===== config.mk =====
export PLATFORM = sky130hd
export DESIGN_NAME = canny_sobel_grad_flat
export DESIGN_NICKNAME = d
export VERILOG_FILES = /design/src/rtl/canny_pkg.sv /design/src/rtl/canny_sobel_grad_if.sv /design/src/rtl/canny_dir_quant.sv /design/src/rtl/canny_sobel_grad.sv /design/src/flat_wrapper.sv
export SDC_FILE = /design/constraint.sdc
export NUM_CORES = 1
export LEC_CHECK = 0
export ABC_AREA = 1
export CORE_UTILIZATION = 50
export DETAILED_ROUTE_END_ITERATION = 10
export PLACE_DENSITY = 0.73
export SLEW_MARGIN = 15
export SYNTH_ARGS = -nofsm -noshare
export SYNTH_HDL_FRONTEND = slang
export SYNTH_SLANG_ARGS = --single-unit

===== constraint.sdc =====
create_clock -name clk -period 3.39 [get_ports clk]
set_clock_uncertainty 0.2 [all_clocks]
set_input_delay 0.5085 -clock clk [delete_from_list [all_inputs] [get_ports clk]]
set_output_delay 0.5085 -clock clk [all_outputs]
set_load 0.02 [all_outputs]

===== src/rtl/canny_pkg.sv =====
// Shared constants and types for the Canny Sobel gradient stage.
//   DW      : tap data width (unsigned pixels from the window generator)
//   IMG_W/H : default frame geometry
//   GRAD_W  : signed Gx/Gy width (covers +/-32764 without overflow)
//   MAG_W   : |Gx|+|Gy| width (max 65528)
//   dir_e   : quantised gradient direction used by non-maximum suppression
package canny_pkg;
  localparam int DW      = 13;
  localparam int IMG_W   = 1024;
  localparam int IMG_H   = 768;
  localparam int GRAD_W  = 17;
  localparam int MAG_W   = 16;
  localparam int SAT_MAX = (1 << DW) - 1;

  typedef enum logic [1:0] {
    DIR_0   = 2'd0,
    DIR_45  = 2'd1,
    DIR_90  = 2'd2,
    DIR_135 = 2'd3
  } dir_e;
endpackage


===== src/rtl/canny_sobel_grad_if.sv =====
// Bundle between the 3x3 window generator, the Sobel gradient stage and its
// consumer.
//   master : upstream side, drives frame_start, din_vld, a1..a9 and observes
//            dout_vld, mag, dir, border
//   slave  : the gradient stage itself
// Handshake: din_vld qualifies a1..a9 for exactly one clock and dout_vld
// qualifies mag/dir/border for exactly one clock. There is no ready signal;
// every valid beat is accepted and every result must be consumed on the
// cycle it is presented.
interface canny_sobel_grad_if;
  import canny_pkg::*;

  logic             frame_start;
  logic             din_vld;
  logic [DW-1:0]    a1, a2, a3, a4, a5, a6, a7, a8, a9;
  logic             dout_vld;
  logic [MAG_W-1:0] mag;
  logic [1:0]       dir;
  logic             border;

  modport master (
    output frame_start, din_vld, a1, a2, a3, a4, a5, a6, a7, a8, a9,
    input  dout_vld, mag, dir, border
  );

  modport slave (
    input  frame_start, din_vld, a1, a2, a3, a4, a5, a6, a7, a8, a9,
    output dout_vld, mag, dir, border
  );
endinterface


===== src/rtl/canny_dir_quant.sv =====
// Registered stage-3 direction quantiser.
//   clk, rst_n : clock, asynchronous active-low reset
//   en         : stage-2 data valid; the register holds when low
//   clr        : pixel lies in the unfilled border, direction forced to 0
//   ax, ay     : |Gx|, |Gy|
//   sx, sy     : sign bits of Gx, Gy (1 = negative, zero counts as positive)
//   dir        : quantised direction
// The tan(22.5)/tan(67.5) thresholds are approximated by 2/5 and 5/2, so the
// tests are 5*ay <= 2*ax (near horizontal gradient) and 2*ay >= 5*ax (near
// vertical). Products are formed at 19 bits so nothing is truncated.
module canny_dir_quant
  import canny_pkg::*;
(
  input  logic             clk,
  input  logic             rst_n,
  input  logic             en,
  input  logic             clr,
  input  logic [MAG_W-1:0] ax,
  input  logic [MAG_W-1:0] ay,
  input  logic             sx,
  input  logic             sy,
  output dir_e             dir
);
  logic [18:0] ax_x2, ax_x5, ay_x2, ay_x5;
  dir_e        dir_c;

  assign ax_x2 = {2'b00, ax, 1'b0};
  assign ay_x2 = {2'b00, ay, 1'b0};
  assign ax_x5 = {3'b000, ax} + {1'b0, ax, 2'b00};
  assign ay_x5 = {3'b000, ay} + {1'b0, ay, 2'b00};

  // Gx = Gy = 0 lands in the first branch (0 <= 0), giving DIR_0.
  always_comb begin
    dir_c = DIR_0;
    if (clr)                 dir_c = DIR_0;
    else if (ay_x5 <= ax_x2) dir_c = DIR_0;
    else if (ay_x2 >= ax_x5) dir_c = DIR_90;
    else if (sx == sy)       dir_c = DIR_45;
    else                     dir_c = DIR_135;
  end

  always_ff @(posedge clk or negedge rst_n) begin
    if (!rst_n)  dir <= DIR_0;
    else if (en) dir <= dir_c;
  end
endmodule


===== src/rtl/canny_sobel_grad.sv =====
// Sobel gradient stage of the Canny pipeline.
// Takes the nine 3x3 window taps each valid pixel and returns the L1 gradient
// magnitude, a 2-bit quantised direction and a border flag, 3 clocks later.
// Ports:
//   clk    : clock, rising edge
//   rst_n  : asynchronous active-low reset, discards in-flight pixels
//   bus    : canny_sobel_grad_if.slave (frame_start, din_vld, a1..a9 in;
//            dout_vld, mag, dir, border out)
// Parameters: IMG_W, IMG_H frame geometry for the raster position counters.
// Build option: define CANNY_GRAD_SAT_EN to saturate mag at 2^DW-1.
// Pipeline: S1 Gx/Gy + border tag, S2 abs/signs, S3 mag/dir with border mask.
module canny_sobel_grad #(
  parameter int IMG_W = canny_pkg::IMG_W,
  parameter int IMG_H = canny_pkg::IMG_H
) (
  input  logic               clk,
  input  logic               rst_n,
  canny_sobel_grad_if.slave  bus
);
  import canny_pkg::*;

  localparam int CW = (IMG_W > 1) ? $clog2(IMG_W) : 1;
  localparam int RW = (IMG_H > 1) ? $clog2(IMG_H) : 1;

  // ---------------- raster position ----------------
  logic [CW-1:0] col, pos_col;
  logic [RW-1:0] row, pos_row;
  logic          last_col, last_row, border_c;

  // A frame_start coincident with din_vld makes this pixel (0,0).
  assign pos_col  = bus.frame_start ? '0 : col;
  assign pos_row  = bus.frame_start ? '0 : row;
  assign last_col = (pos_col == CW'(IMG_W - 1));
  assign last_row = (pos_row == RW'(IMG_H - 1));
  assign border_c = (int'(pos_col) < 2) || (int'(pos_row) < 2);

  always_ff @(posedge clk or negedge rst_n) begin
    if (!rst_n) begin
      col <= '0;
      row <= '0;
    end else if (bus.din_vld) begin
      col <= last_col ? '0 : pos_col + CW'(1);
      if (last_col) row <= last_row ? '0 : pos_row + RW'(1);
      else          row <= pos_row;
    end else if (bus.frame_start) begin
      col <= '0;
      row <= '0;
    end
  end

  // ---------------- stage 1: Gx, Gy ----------------
  // Each half-kernel sum is at most 4*8191 = 32764, which fits in DW+2 bits.
  logic [DW+1:0]            gx_p, gx_n, gy_p, gy_n;
  logic signed [GRAD_W-1:0] gx_c, gy_c, gx1, gy1;
  logic                     v1, brd1;

  assign gx_p = {2'b00, bus.a3} + {1'b0, bus.a6, 1'b0} + {2'b00, bus.a9};
  assign gx_n = {2'b00, bus.a1} + {1'b0, bus.a4, 1'b0} + {2'b00, bus.a7};
  assign gy_p = {2'b00, bus.a7} + {1'b0, bus.a8, 1'b0} + {2'b00, bus.a9};
  assign gy_n = {2'b00, bus.a1} + {1'b0, bus.a2, 1'b0} + {2'b00, bus.a3};
  assign gx_c = $signed({2'b00, gx_p}) - $signed({2'b00, gx_n});
  assign gy_c = $signed({2'b00, gy_p}) - $signed({2'b00, gy_n});

  always_ff @(posedge clk or negedge rst_n) begin
    if (!rst_n) begin
      v1   <= 1'b0;
      gx1  <= '0;
      gy1  <= '0;
      brd1 <= 1'b0;
    end else begin
      v1 <= bus.din_vld;
      if (bus.din_vld) begin
        gx1  <= gx_c;
        gy1  <= gy_c;
        brd1 <= border_c;
      end
    end
  end

  // ---------------- stage 2: abs and signs ----------------
  logic [GRAD_W-1:0] gx_neg, gy_neg;
  logic [MAG_W-1:0]  ax_c, ay_c, ax2, ay2;
  logic              v2, brd2, sx2, sy2;

  // |G| <= 32764, so dropping the top bit of the negation is lossless.
  assign gx_neg = -gx1;
  assign gy_neg = -gy1;
  assign ax_c   = gx1[GRAD_W-1] ? gx_neg[MAG_W-1:0] : gx1[MAG_W-1:0];
  assign ay_c   = gy1[GRAD_W-1] ? gy_neg[MAG_W-1:0] : gy1[MAG_W-1:0];

  always_ff @(posedge clk or negedge rst_n) begin
    if (!rst_n) begin
      v2   <= 1'b0;
      ax2  <= '0;
      ay2  <= '0;
      sx2  <= 1'b0;
      sy2  <= 1'b0;
      brd2 <= 1'b0;
    end else begin
      v2 <= v1;
      if (v1) begin
        ax2  <= ax_c;
        ay2  <= ay_c;
        sx2  <= gx1[GRAD_W-1];
        sy2  <= gy1[GRAD_W-1];
        brd2 <= brd1;
      end
    end
  end

  // ---------------- stage 3: magnitude, direction, mask ----------------
  logic [MAG_W:0]   mag_sum;
  logic [MAG_W-1:0] mag_c, mag3;
  logic             v3, brd3;
  dir_e             dir3;

  assign mag_sum = {1'b0, ax2} + {1'b0, ay2};

  always_comb begin
    mag_c = mag_sum[MAG_W-1:0];
`ifdef CANNY_GRAD_SAT_EN
    if (mag_sum > (MAG_W+1)'(SAT_MAX)) mag_c = MAG_W'(SAT_MAX);
`else
`endif
    if (brd2) mag_c = '0;
  end

  always_ff @(posedge clk or negedge rst_n) begin
    if (!rst_n) begin
      v3   <= 1'b0;
      mag3 <= '0;
      brd3 <= 1'b0;
    end else begin
      v3 <= v2;
      if (v2) begin
        mag3 <= mag_c;
        brd3 <= brd2;
      end
    end
  end

  canny_dir_quant u_dir (
    .clk   (clk),
    .rst_n (rst_n),
    .en    (v2),
    .clr   (brd2),
    .ax    (ax2),
    .ay    (ay2),
    .sx    (sx2),
    .sy    (sy2),
    .dir   (dir3)
  );

  assign bus.dout_vld = v3;
  assign bus.mag      = mag3;
  assign bus.dir      = dir3;
  assign bus.border   = brd3;
endmodule


===== src/flat_wrapper.sv =====
// flat-port wrapper written by rule: the top's interface ports become plain ports
module canny_sobel_grad_flat import canny_pkg::*;
#(
  parameter int IMG_W = canny_pkg::IMG_W,
  parameter int IMG_H = canny_pkg::IMG_H
)
  (clk, rst_n, bus_frame_start, bus_din_vld, bus_a1, bus_a2, bus_a3, bus_a4, bus_a5, bus_a6, bus_a7, bus_a8, bus_a9, bus_dout_vld, bus_mag, bus_dir, bus_border);
  canny_sobel_grad_if bus_i ();
  input  logic clk;
  input  logic rst_n;
  input wire logic [$bits(bus_i.frame_start)-1:0] bus_frame_start;
  input wire logic [$bits(bus_i.din_vld)-1:0] bus_din_vld;
  input wire logic [$bits(bus_i.a1)-1:0] bus_a1;
  input wire logic [$bits(bus_i.a2)-1:0] bus_a2;
  input wire logic [$bits(bus_i.a3)-1:0] bus_a3;
  input wire logic [$bits(bus_i.a4)-1:0] bus_a4;
  input wire logic [$bits(bus_i.a5)-1:0] bus_a5;
  input wire logic [$bits(bus_i.a6)-1:0] bus_a6;
  input wire logic [$bits(bus_i.a7)-1:0] bus_a7;
  input wire logic [$bits(bus_i.a8)-1:0] bus_a8;
  input wire logic [$bits(bus_i.a9)-1:0] bus_a9;
  output wire logic [$bits(bus_i.dout_vld)-1:0] bus_dout_vld;
  output wire logic [$bits(bus_i.mag)-1:0] bus_mag;
  output wire logic [$bits(bus_i.dir)-1:0] bus_dir;
  output wire logic [$bits(bus_i.border)-1:0] bus_border;
  assign bus_i.frame_start = bus_frame_start;
  assign bus_i.din_vld = bus_din_vld;
  assign bus_i.a1 = bus_a1;
  assign bus_i.a2 = bus_a2;
  assign bus_i.a3 = bus_a3;
  assign bus_i.a4 = bus_a4;
  assign bus_i.a5 = bus_a5;
  assign bus_i.a6 = bus_a6;
  assign bus_i.a7 = bus_a7;
  assign bus_i.a8 = bus_a8;
  assign bus_i.a9 = bus_a9;
  assign bus_dout_vld = bus_i.dout_vld;
  assign bus_mag = bus_i.mag;
  assign bus_dir = bus_i.dir;
  assign bus_border = bus_i.border;
  canny_sobel_grad #(.IMG_W(IMG_W), .IMG_H(IMG_H)) u_core (.clk(clk), .rst_n(rst_n), .bus(bus_i));
endmodule

==> flow_metrics.tcl <==
set metrics [dict create \
    power.leakage_nw 7.710 \
    syn_nets 1781 \
    antenna_found_initial 0 \
    synth-simple-area-share_pct 19.61 \
    path_depth 16 \
    rsz0062_at_grt "yes" \
    finish.net_count 2061 \
    synth_enable_flop_cells 0 \
    critPathKind "input pin to flop" \
    fillers 1753 \
    num_vias 10505 \
    rr_worst_depth 19 \
    io_buffers 127 \
    cts_buffers 9 \
    tightest_slew_ns 0.7023 \
    maxCapViolCount 0 \
    grt.overflow.total 0 \
    n_antenna_cell 0 \
    synth.area.mux_share_pct 0 \
    crit_required_ns 3.48 \
    io_pins 141 \
    grt_max_degree 61 \
    powerDensity_nw_per_um2 1068 \
    fin_crit_ns 3.532 \
    worstSetupStartpoint "bus_a3[2]" \
    synth-main-ff-cell "dfrtp_1" \
    endpoint "u_core.gy1[13]" \
    clock_sinks 110 \
    cp_max_fo 3 \
    start_kind "input pin" \
    slowest_delay_ns 0.56 \
    fin_area_um2 15600 \
    setup_violations 10 \
    clock-root-buffer "clkbuf_16" \
    core-area_um2 22640 \
    layout_setup_ws_ns -0.1419 \
    synth_area_um2 11570 \
    drt-total-wl_um 29550 \
    ys_ff_latch 110 \
    ir_drop_v 0.0004940 \
    hold_path_class "input pin to flop" \
    gp_congestion 0.9011 \
    die_w_um 154.2 \
    htree_levels 3 \
    rows 55 \
    timing.rr.start "u_core.ay2[2]" \
    drtPass1Iterations 5 \
    synthAdderAreaFrac_pct 30.38 \
    maxSlewHeadroom_pct 53.13 \
    synth_cell_types 52 \
    wl_per_cell_um 14.69 \
    placed_cells 1960 \
    synthTopCellsByArea "dfrtp_1, fa_1, ha_1" \
    stdcell_count 2012 \
    drtIter0Drc 443 \
    seq_area_frac_synth_pct 23.78 \
    initial_utilization_pct 51.12 \
    path_delay_family "adder cells" \
    synth_compound_area_share_pct 12.19 \
    async_reset_ff_share_pct 100.0 \
    r2r_end "u_core.u_dir.dir[1]" \
    clk-insertion-delay-late_ns 0.37 \
    crit_path_top_delay_cell "fa_1" \
    die_area_um2 23760 \
    rrSetupSlack_ns 0.12 \
    grt_usage_pct 25.36 \
    crit_buf_inv 6 \
    yosys.area.top_type_share_pct 23.78 \
    end_kind "flop" \
    grt_pass1_vias 10805 \
    fp.dieH_um 154.2 \
    clockBufferDepth 2 \
    yosys.area_share.xor_xnor_pct 4.691 \
    syn-mean-instance-area_um2 8.027 \
    synth_top_family_by_area "adder cells" \
    fmax_mhz 283.1 \
    finalCritPeriodShare_pct 104.2 \
    drc 0 \
    syn-instance-count 1442 \
    finalHoldViolations 0 \
    crit_top_cell "fa_1" \
    yosys.area.top_type "dfrtp_1" \
    failed_checks "setup timing" \
    grt_pass1_wl_um 48870 \
    arrival_ns 3.63 \
    cp_cell_sequence "buf_8, inv_4, fa_1, fa_1, fa_1, inv_2, fa_2, inv_2, a21oi_4, o21ai_4, buf_4, nand2_2, buf_4, nand4_1, nand3_1, o21ai_1" \
    drive_gt1_share_pct 29.53 \
    dpl_cell_area_um2 14310 \
    drv_slew 0 \
    syn2layout_area_growth_pct 34.81 \
    dp_hpwl_um 23220 \
    final_antenna_net_count 0 \
    cts_tree "built" \
    ys.warnings.count 0 \
    clk_pin_slew_ns 0.09 \
    status "finished with violations" \
    routed_via_density 5.221 \
]
worst register-to-register path: cells and delay by family, from the launching register on:
| kind | cells | cell delay, ns |
|---|---|---|
| compound gates | 2 | 0.26 |
| simple gates | 13 | 1.45 |
| flops | 1 | 0.40 |
| xor+xnor | 1 | 0.16 |
| buf+inv | 1 | 0.17 |
| fa+ha+maj | 2 | 0.55 |
per-stage QoR:
stage               power [mW]  util, %  setup TNS [ns]  hold WS (ns)  worst slack, ns
floorplan                9.388        -         -0.9810       0.01291          -0.2808
global placement         12.68    63.21          -19.10        0.2200          -0.9613
detailed placement       13.01    63.21          -20.44        0.2302           -1.064
CTS                      15.36    66.62         -0.4246        0.1669         -0.09050
global route             18.24    68.92          -2.268        0.1726          -0.2536
finish                   16.66    68.92          -1.073        0.1778          -0.1419
state kept, by name, summed over array words and instances, names as in the netlist:
| name | count |
|---|---|
| u_core.col | 10 |
| u_core.u_dir.dir | 2 |
| u_core.v1 | 1 |
| u_core.ay2 | 16 |
| u_core.brd1 | 1 |
| u_core.ax2 | 16 |
| u_core.sy2 | 1 |
| u_core.bus.dout_vld | 1 |
| u_core.gx1 | 16 |
| u_core.sx2 | 1 |
| u_core.v2 | 1 |
| u_core.bus.border | 1 |
| u_core.brd2 | 1 |
| u_core.row | 10 |
| u_core.gy1 | 16 |
| u_core.bus.mag | 16 |
synthesized netlist by cell type (4+ instances only):
cell / number
a21oi_1: 84
dfrtp_1: 110
nor2_1: 84
ha_1: 113
nand4_1: 13
o21bai_1: 4
nand2_2: 5
nand3b_1: 4
xnor2_1: 17
o21ai_0: 97
nand3_1: 77
fa_1: 105
clkbuf_1: 20
a31oi_1: 11
nor3_1: 16
o22ai_1: 9
xor2_1: 45
o21ai_1: 10
or2_2: 6
inv_1: 257
a21o_1: 9
o31ai_1: 6
nand2_1: 290
how the worst min path moves through the flow:
stage | endpoint | start | cells after the start
after floorplan | u_core.ax2[0] | rst_n | 0
after global placement | u_core.bus.dout_vld | u_core.v2 | 0
after detailed placement | u_core.bus.dout_vld | u_core.v2 | 0
after CTS | u_core.v1 | bus_din_vld | 1
after global routing | u_core.v1 | bus_din_vld | 1
final | u_core.v1 | bus_din_vld | 1
per-layer routing:
layer  track usage (%)  routed length, um  share of wire (%)
met1             31.16              12890                 44
met2             46.71              14970                 51
met3             1.747                824                2.8
met4             9.048                864                2.9
met5                 0                  0                  0
cells by family (layout without fill, tap and decap cells):
| family | Yosys count | after routing |
|---|---|---|
| AO/OA/AOI/OAI | 252 | 252 |
| XOR/XNOR | 62 | 62 |
| adder cells (fa/ha/maj) | 218 | 218 |
| buffers and inverters | 284 | 569 |
| flip-flops | 110 | 110 |
| AND/OR/NAND/NOR | 516 | 516 |
layout by cell type, fill, tap and decap left out, drive strengths merged, types with 22 or more instances in the layout:
master and instances:
inv 265, nor3 22, ha 113, nand2 295, clkdlybuf4s50 27, fa 105, a21oi 84, o21ai 108
clkbuf 37, nand3 80, buf 201, nor2 87, xor2 45, dfrtp 110
timing repair:
action | CTS | global route
setup buffers | 24 | 18
gates resized for setup | 364 | 187
hold buffers | 1 | 0
pin swaps | 186 | 154
endpoints found under the hold margin | 39 | 0
endpoints found under the setup margin | 27 | 25
layout make-up:
type	instances	area (um^2)	area share [%]
repair buffers	291	2356	15.10
inverters	262	1025	6.567
well taps	285	356.6	2.285
flip-flops and latches	110	2760	17.69
clock inverters	7	81.33	0.5212
clock buffers	9	225.2	1.443
multi-input cells	1048	8800	56.39
power breakdown:
part           leakage [nW]  total (mW)  switching, mW  internal [mW]
sequential             1.37        2.32          0.533           1.79
combinational          6.19        13.2           7.01           6.23
clock                 0.150        1.11          0.575          0.532
(Power assumes the default switching activity.)
